### config.mk
export PLATFORM = sky130hd
export DESIGN_NAME = scoreboard_clear_arbiter_flat
export DESIGN_NICKNAME = d
export VERILOG_FILES = /design/src/rtl/scoreboard_clear_arbiter_pkg.sv /design/src/rtl/scoreboard_clear_arbiter_if.sv /design/src/rtl/scoreboard_clear_arbiter_rr_arbiter.sv /design/src/rtl/scoreboard_clear_arbiter.sv /design/src/flat_wrapper.sv
export SDC_FILE = /design/constraint.sdc
export NUM_CORES = 1
export LEC_CHECK = 0
export ABC_AREA = 1
export CORE_MARGIN = 1
export CORE_UTILIZATION = 41
export CTS_CLUSTER_DIAMETER = 80
export DETAILED_ROUTE_END_ITERATION = 7
export GPL_TIMING_DRIVEN = 0
export PLACE_DENSITY = 0.87
export SLEW_MARGIN = 30
export SYNTH_ARGS = -nofsm -noshare
export SYNTH_HDL_FRONTEND = slang
export SYNTH_SLANG_ARGS = --single-unit
### constraint.sdc
create_clock -name clk_i -period 3.7 [get_ports clk_i]
set_input_delay 0.74 -clock clk_i [delete_from_list [all_inputs] [get_ports clk_i]]
set_output_delay 0.74 -clock clk_i [all_outputs]
set_load 0.005 [all_outputs]
### src/rtl/scoreboard_clear_arbiter_pkg.sv
// Shared types and defaults for the scoreboard clear / long-latency writeback arbiter.
package scoreboard_clear_arbiter_pkg;

  localparam int RV32_reg_addr_width_gp = 5;
  localparam int data_width_gp          = 32;
  localparam int max_out_gp             = 16;
  localparam int out_cnt_width_gp       = $clog2(max_out_gp + 1);

  typedef struct packed {
    logic [RV32_reg_addr_width_gp-1:0] id;
    logic [data_width_gp-1:0]          data;
  } comp_req_s;

  typedef enum logic {
    FENCE_IDLE  = 1'b0,
    FENCE_DRAIN = 1'b1
  } fence_state_e;

endpackage

### src/rtl/scoreboard_clear_arbiter_if.sv
// Completion request bundle: packed per-source valid/id/data plus the one-hot yumi return.
interface scoreboard_clear_arbiter_if
  import scoreboard_clear_arbiter_pkg::*;
#(
  parameter int num_req_p    = 3,
  parameter int id_width_p   = RV32_reg_addr_width_gp,
  parameter int data_width_p = data_width_gp
);

  logic [num_req_p-1:0]              req_v_i;
  logic [num_req_p*id_width_p-1:0]   req_id_i;
  logic [num_req_p*data_width_p-1:0] req_data_i;
  logic [num_req_p-1:0]              req_yumi_o;

  modport master (output req_v_i, output req_id_i, output req_data_i, input req_yumi_o);
  modport slave  (input req_v_i, input req_id_i, input req_data_i, output req_yumi_o);

endinterface

### src/rtl/scoreboard_clear_arbiter_rr_arbiter.sv
// Grant logic for the completion sources. Defining SB_CLEAR_ARB_FIXED_PRIORITY_EN
// swaps the round-robin pointer for a lowest-index-wins priority encoder.
module sb_rr_arbiter
  import scoreboard_clear_arbiter_pkg::*;
#(
  parameter int num_req_p = 3
) (
  input  logic                 clk_i,
  input  logic                 reset_i,
  input  logic [num_req_p-1:0] req_v,
  input  logic                 block,
  output logic [num_req_p-1:0] grant
);

  logic [num_req_p-1:0] req_ok;
  logic                 found;

  assign req_ok = req_v & {num_req_p{~block}};

`ifdef SB_CLEAR_ARB_FIXED_PRIORITY_EN

  always_comb begin
    grant = '0;
    found = 1'b0;
    for (int i = 0; i < num_req_p; i++) begin
      if (!found && req_ok[i]) begin
        found    = 1'b1;
        grant[i] = 1'b1;
      end
    end
  end

`else

  localparam int ptr_w_lp = $clog2(num_req_p);
  localparam int sum_w_lp = ptr_w_lp + 1;

  logic [ptr_w_lp-1:0] rr_ptr;
  logic [ptr_w_lp-1:0] ptr_n;
  logic [ptr_w_lp-1:0] idx;
  logic [sum_w_lp-1:0] sum;

  // Scan sources starting at rr_ptr, wrapping modulo num_req_p; the pointer moves past the winner.
  always_comb begin
    grant = '0;
    found = 1'b0;
    ptr_n = rr_ptr;
    sum   = '0;
    idx   = '0;
    for (int i = 0; i < num_req_p; i++) begin
      sum = sum_w_lp'(rr_ptr) + sum_w_lp'(i);
      if (sum >= sum_w_lp'(num_req_p)) sum = sum - sum_w_lp'(num_req_p);
      idx = sum[ptr_w_lp-1:0];
      if (!found && req_ok[idx]) begin
        found      = 1'b1;
        grant[idx] = 1'b1;
        ptr_n      = (idx == ptr_w_lp'(num_req_p - 1)) ? '0 : idx + 1'b1;
      end
    end
  end

  always_ff @(posedge clk_i) begin
    if (reset_i) rr_ptr <= '0;
    else if (found) rr_ptr <= ptr_n;
  end

`endif

endmodule

### src/rtl/scoreboard_clear_arbiter.sv
// Shares the scoreboard clear port and long-latency RF write port among completion sources,
// tracks outstanding scored ops and runs the fence drain FSM. Option: SB_CLEAR_ARB_FIXED_PRIORITY_EN.
module scoreboard_clear_arbiter
  import scoreboard_clear_arbiter_pkg::*;
#(
  parameter int num_req_p    = 3,
  parameter int id_width_p   = RV32_reg_addr_width_gp,
  parameter int data_width_p = data_width_gp,
  parameter int max_out_p    = max_out_gp
) (
  input  logic                             clk_i,
  input  logic                             reset_i,
  scoreboard_clear_arbiter_if.slave        req_if,
  input  logic                             pipe_wb_v_i,
  input  logic                             score_i,
  input  logic                             fence_i,
  output logic                             fence_busy_o,
  output logic                             clear_o,
  output logic [id_width_p-1:0]            clear_id_o,
  output logic                             rf_wen_o,
  output logic [id_width_p-1:0]            rf_waddr_o,
  output logic [data_width_p-1:0]          rf_wdata_o,
  output logic [$clog2(max_out_p+1)-1:0]   outstanding_o,
  output logic                             outstanding_full_o
);

  localparam int cnt_w_lp = $clog2(max_out_p + 1);

  logic [num_req_p-1:0]              req_v;
  logic [num_req_p*id_width_p-1:0]   req_id;
  logic [num_req_p*data_width_p-1:0] req_data;
  logic [num_req_p-1:0]              grant;
  logic [id_width_p-1:0]             sel_id;
  logic [data_width_p-1:0]           sel_data;
  logic                              stage_v;
  logic [id_width_p-1:0]             stage_id;
  logic [data_width_p-1:0]           stage_data;
  logic [cnt_w_lp-1:0]               cnt;
  logic                              inc, dec, full, empty, pending;
  fence_state_e                      state, state_n;

  assign req_v    = req_if.req_v_i;
  assign req_id   = req_if.req_id_i;
  assign req_data = req_if.req_data_i;

  sb_rr_arbiter #(.num_req_p(num_req_p)) arb (
    .clk_i   (clk_i),
    .reset_i (reset_i),
    .req_v   (req_v),
    .block   (pipe_wb_v_i),
    .grant   (grant)
  );

  assign req_if.req_yumi_o = grant;

  always_comb begin
    sel_id   = '0;
    sel_data = '0;
    for (int k = 0; k < num_req_p; k++) begin
      if (grant[k]) begin
        sel_id   = req_id[k*id_width_p +: id_width_p];
        sel_data = req_data[k*data_width_p +: data_width_p];
      end
    end
  end

  // Selected id/data are zero without a grant, so the stage reads all-zero in idle cycles.
  always_ff @(posedge clk_i) begin
    if (reset_i) begin
      stage_v    <= 1'b0;
      stage_id   <= '0;
      stage_data <= '0;
    end else begin
      stage_v    <= |grant;
      stage_id   <= sel_id;
      stage_data <= sel_data;
    end
  end

  assign clear_o    = stage_v;
  assign clear_id_o = stage_id;
  assign rf_wen_o   = stage_v;
  assign rf_waddr_o = stage_id;
  assign rf_wdata_o = stage_data;

  assign inc   = score_i;
  assign dec   = stage_v;
  assign full  = (cnt == cnt_w_lp'(max_out_p));
  assign empty = (cnt == '0);

  always_ff @(posedge clk_i) begin
    if (reset_i) cnt <= '0;
    else if (inc && !dec && !full) cnt <= cnt + cnt_w_lp'(1);
    else if (dec && !inc && !empty) cnt <= cnt - cnt_w_lp'(1);
  end

  assign outstanding_o      = cnt;
  assign outstanding_full_o = full;
  assign pending            = !empty || stage_v;

  always_ff @(posedge clk_i) begin
    if (reset_i) state <= FENCE_IDLE;
    else state <= state_n;
  end

  always_comb begin
    state_n      = state;
    fence_busy_o = 1'b0;
    case (state)
      FENCE_IDLE: begin
        fence_busy_o = fence_i && pending;
        if (fence_i && pending) state_n = FENCE_DRAIN;
      end
      FENCE_DRAIN: begin
        fence_busy_o = 1'b1;
        if (!pending) state_n = FENCE_IDLE;
      end
      default: state_n = FENCE_IDLE;
    endcase
  end

  a_no_overflow: assert property (@(posedge clk_i) disable iff (reset_i) !(inc && !dec && full));
  a_no_underflow: assert property (@(posedge clk_i) disable iff (reset_i) !(dec && !inc && empty));

  for (genvar k = 0; k < num_req_p; k++) begin : g_id_chk
    a_nonzero_id: assert property (@(posedge clk_i) disable iff (reset_i)
      req_v[k] |-> (req_id[k*id_width_p +: id_width_p] != '0));
  end

endmodule

### src/flat_wrapper.sv
// flat-port wrapper written by rule: the top's interface ports become plain ports
module scoreboard_clear_arbiter_flat import scoreboard_clear_arbiter_pkg::*;
#(
  parameter int num_req_p    = 3,
  parameter int id_width_p   = RV32_reg_addr_width_gp,
  parameter int data_width_p = data_width_gp,
  parameter int max_out_p    = max_out_gp
)
  (clk_i, reset_i, pipe_wb_v_i, score_i, fence_i, fence_busy_o, clear_o, clear_id_o, rf_wen_o, rf_waddr_o, rf_wdata_o, outstanding_o, outstanding_full_o, req_if_req_v_i, req_if_req_id_i, req_if_req_data_i, req_if_req_yumi_o);
  scoreboard_clear_arbiter_if #(.num_req_p(num_req_p), .id_width_p(id_width_p), .data_width_p(data_width_p)) req_if_i ();
  input  logic clk_i;
  input  logic reset_i;
  input  logic pipe_wb_v_i;
  input  logic score_i;
  input  logic fence_i;
  output logic fence_busy_o;
  output logic clear_o;
  output logic [id_width_p-1:0] clear_id_o;
  output logic rf_wen_o;
  output logic [id_width_p-1:0] rf_waddr_o;
  output logic [data_width_p-1:0] rf_wdata_o;
  output logic [$clog2(max_out_p+1)-1:0] outstanding_o;
  output logic outstanding_full_o;
  input wire logic [$bits(req_if_i.req_v_i)-1:0] req_if_req_v_i;
  input wire logic [$bits(req_if_i.req_id_i)-1:0] req_if_req_id_i;
  input wire logic [$bits(req_if_i.req_data_i)-1:0] req_if_req_data_i;
  output wire logic [$bits(req_if_i.req_yumi_o)-1:0] req_if_req_yumi_o;
  assign req_if_i.req_v_i = req_if_req_v_i;
  assign req_if_i.req_id_i = req_if_req_id_i;
  assign req_if_i.req_data_i = req_if_req_data_i;
  assign req_if_req_yumi_o = req_if_i.req_yumi_o;
  scoreboard_clear_arbiter #(.num_req_p(num_req_p), .id_width_p(id_width_p), .data_width_p(data_width_p), .max_out_p(max_out_p)) u_core (.clk_i(clk_i), .reset_i(reset_i), .req_if(req_if_i), .pipe_wb_v_i(pipe_wb_v_i), .score_i(score_i), .fence_i(fence_i), .fence_busy_o(fence_busy_o), .clear_o(clear_o), .clear_id_o(clear_id_o), .rf_wen_o(rf_wen_o), .rf_waddr_o(rf_waddr_o), .rf_wdata_o(rf_wdata_o), .outstanding_o(outstanding_o), .outstanding_full_o(outstanding_full_o));
endmodule
==> impl_metrics.csv, run 1 <==
group,metric,value,unit
synth,seq_area_frac_synth,31.92,%
worst_setup_path,crit_top_cell,"nand3_2",
routing,drc_errors,0,
sta,post-route-period-util,95.05,%
place,io_buffers,172,
die,std_cell_rows,30,
clocking,cts_buffers,5,
synth,synthesis.nets,585,
routing,drt-pass1-iter-count,4,
synth,syn_inst,458,
synth,synthMuxAreaShare,0,%
flow_run,cap_violations,0,
grt,grt_max_degree,14,
synth,synth_seq_cells,46,
synth,yosysWarnings,0,
die,ios,173,
status,status,"finished, final reports clean",
final_layout,area_growth,66.70,%
worst_setup_path,crit_buf_inv,4,
worst_setup_path,slowest_delay,0.54,ns
routing,drtIter0Drc,108,
sta,maxSlewHeadroom,69.52,%
worst_setup_path,timing.rr.end,"u_core.rf_wdata_o[27]",
worst_hold_path,min_delay_worst_endpoint,"u_core.outstanding_o[0]",
synth,synth_xor_area_share,0.6071,%
worst_setup_path,cp-start-kind,"flip-flop",
sta,final-max-slew-violation-count,0,
worst_setup_path,crit_chain,"inv_1 > ha_1 > inv_2 > nand3_1 > nand2_1 > nand3_2 > nor2_2 > nand2_2 > nand3_2 > buf_2 > clkdlybuf4s50_1",
routing,routed_wl,9.544,mm
worst_setup_path,reg2reg_depth,14,
final_layout,nets,764,
sta,fin_crit,3.517,ns
worst_setup_path,path_class,"flip-flop to output pin",
synth,syn_area,2885,sq um
power,irDropWorstVdd,326.3,uV
clocking,clock_latency,0.30,ns
routing,vias_per_cell,4.865,
worst_setup_path,worst_setup_path_end_kind,"output pin",
grt,grt_pass1_wl,15.14,mm
worst_setup_path,critical_path.top_delay_family,"buffers and inverters",
grt,gr-usage-all-layers,25.92,%
sta,finalSetupViolations,0,
die,die_x,85.89,um
power,p_leak,2.169,nW
grt,grt_overflow,0,
clocking,cts_tree,"yes",
worst_setup_path,required,2.96,ns
worst_setup_path,startpoint,"u_core.arb.rr_ptr[0]",
final_layout,drive_above_1_share,7.692,%
synth,synthSimpleGateAreaFrac,42.41,%
worst_setup_path,r2r_setup_slack,1.31,ns
clocking,htree_levels,2,
sta,fin_ws,0.1831,ns
sta,timing.fmax,284.3,MHz
routing,antenna_left,0,
synth,synth-compound-area-share,9.280,%
synth,synth_adder_area_share,3.729,%
place,gp_congestion,0.9244,
clocking,clockRootBuffer,"clkbuf_8",
synth,yosysUniqueCellTypes,26,
sta,worst_pin_slew,0.4572,ns
place,place_ws,0.1662,ns
sta,rsz0062_at_grt,"false",
sta,setup_tns,0,ns
worst_setup_path,r2r_start,"u_core.arb.rr_ptr[0]",
die,start_util,42.47,%
worst_setup_path,slowest_stage,"clkdlybuf4s50_1",
worst_hold_path,hold_path_depth,1,
power,power_density,750.1,nW/um^2
die,core-area,6794,sq um
place,dp_hpwl,7.439,mm
grt,antenna_found_initial,0,
worst_hold_path,hold_start,"u_core.outstanding_o[0]",
routing,wl_per_cell,13.02,um
clocking,cts_num_sinks,46,
worst_hold_path,min_path_type,"flip-flop to flip-flop",
routing,num_vias,3566,
final_layout,fill_cells,587,
clocking,cts.clk_slew.worst_paths,0.09,ns
worst_setup_path,arrival,2.78,ns
clocking,cts_setup_buffers,0,
worst_setup_path,cp_max_fo,10,
synth,synth_top_family_by_area,"simple AND/OR/NAND/NOR gates",
sta,finClkSkew,0.006557,ns
clocking,cts.path.max_buffers,2,
die,die_area,7377,sq um
grt,first_global_vias,3382,
die,dieHeight,85.89,um
synth,avgSynthCellArea,6.300,sq um
sta,hold_viol,0,
final_layout,diodes,0,
-- state kept, by name (all words and copies together) (netlist names) --
register / count
u_core.arb.rr_ptr: 2
u_core.clear_id_o: 5
u_core.clear_o: 1
u_core.outstanding_o: 5
u_core.rf_wdata_o: 32
u_core.state: 1
-- logic make-up (layout without fill, tap and decap cells) --
kind of cell | Yosys count | after routing
simple gates | 288 | 288
buf+inv | 62 | 241
compound gates | 52 | 52
flops | 46 | 46
fa+ha+maj | 8 | 8
xor+xnor | 2 | 2
-- per-stage QoR --
stage	std cells	total power [W]	utilization, %	hold WS (ns)	area [sq um]
final	733	0.003608	70.79	0.5343	4810
after global placement	726	0.003205	69.58	0.5040	4727
after CTS	733	0.003599	70.76	0.5338	4807
after global routing	733	0.003936	70.79	0.5455	4810
after detailed placement	726	0.003295	69.58	0.5113	4727
after floorplan	458	0.002411	-	0.4713	2885
-- Yosys cell counts --
cell type | number | share of area [%]
buf_2 | 13 | 2.3
dfxtp_1 | 46 | 32
clkbuf_1 | 7 | 0.91
nor2_2 | 3 | 0.65
xor2_1 | 2 | 0.61
nor4_1 | 1 | 0.22
nand2_2 | 2 | 0.43
o21ai_0 | 40 | 6.9
nand3_2 | 3 | 1.0
nor2_1 | 123 | 16
buf_6 | 9 | 3.5
ha_1 | 7 | 3.0
a21oi_2 | 1 | 0.30
nand4_1 | 39 | 8.5
nor3_1 | 1 | 0.17
clkbuf_2 | 1 | 0.17
a31oi_1 | 1 | 0.22
fa_1 | 1 | 0.69
o21bai_1 | 1 | 0.26
o21ai_1 | 3 | 0.52
nand3_1 | 8 | 1.4
a21oi_1 | 6 | 1.0
buf_4 | 8 | 2.1
nand2_1 | 108 | 14
inv_1 | 21 | 2.7
inv_2 | 3 | 0.39
-- placed cells by master, fill, tap and decap left out, drive strengths merged, types with 2 or more instances in the layout --
| master | n |
|---|---|
| clkbuf | 15 |
| o21ai | 43 |
| nand2 | 110 |
| nor2 | 126 |
| nand3 | 11 |
| dfxtp | 46 |
| nand4 | 39 |
| ha | 7 |
| clkdlybuf4s50 | 172 |
| xor2 | 2 |
| inv | 24 |
| a21oi | 7 |
| buf | 29 |
-- timing repair --
item | 4_1_cts | 5_1_grt
hold buffers | 0 | 0
resized for setup | 0 | 1
setup endpoints to repair | 0 | 1
-- how the worst max path moves through the flow --
stage / endpoint / slack, ns / cells past startpoint
floorplan: req_if_req_yumi_o[2] / 1.27 / 11
global placement: req_if_req_yumi_o[2] / 0.25 / 13
detailed placement: req_if_req_yumi_o[2] / 0.17 / 13
CTS: req_if_req_yumi_o[2] / 0.17 / 13
global route: req_if_req_yumi_o[1] / 0.007 / 11
finish: req_if_req_yumi_o[1] / 0.18 / 11
-- report_power, final --
group          switching, W  internal (W)  total, W
clock              0.000176      0.000130  0.000306
combinational       0.00139       0.00118   0.00257
sequential        0.0000765      0.000657  0.000733
-- layer usage --
layer	part of all wire [%]	wire length [um]	global-route usage (%)	vias to the layer above
met4	2.1	201	10.30	0
met1	40	3812	29.27	1571
li1	-	-	-	1823
met2	51	4845	48.05	157
met3	7.2	685	4.427	15
met5	0	0	0	-
-- area by class of cell --
| cell class | instances | area (sq um) | area share, % |
|---|---|---|---|
| flip-flops and latches | 46 | 920.9 | 19.15 |
| clock inverters | 1 | 7.507 | 0.1561 |
| inverters | 24 | 90.09 | 1.873 |
| clock buffers | 6 | 72.57 | 1.509 |
| multi-input cells | 350 | 1617 | 33.61 |
| plain buffers | 38 | 260.3 | 5.411 |
| repair buffers | 172 | 1722 | 35.80 |
| well taps | 96 | 120.1 | 2.497 |
Note: power is estimated with default switching activity, not from simulation.
==> run 2, diff against run 1 <==
CTS_CLUSTER_SIZE = 20   (was not set)
==> results of run 2 <==
Final layout, timing and power as in run 1 (identical DEF).
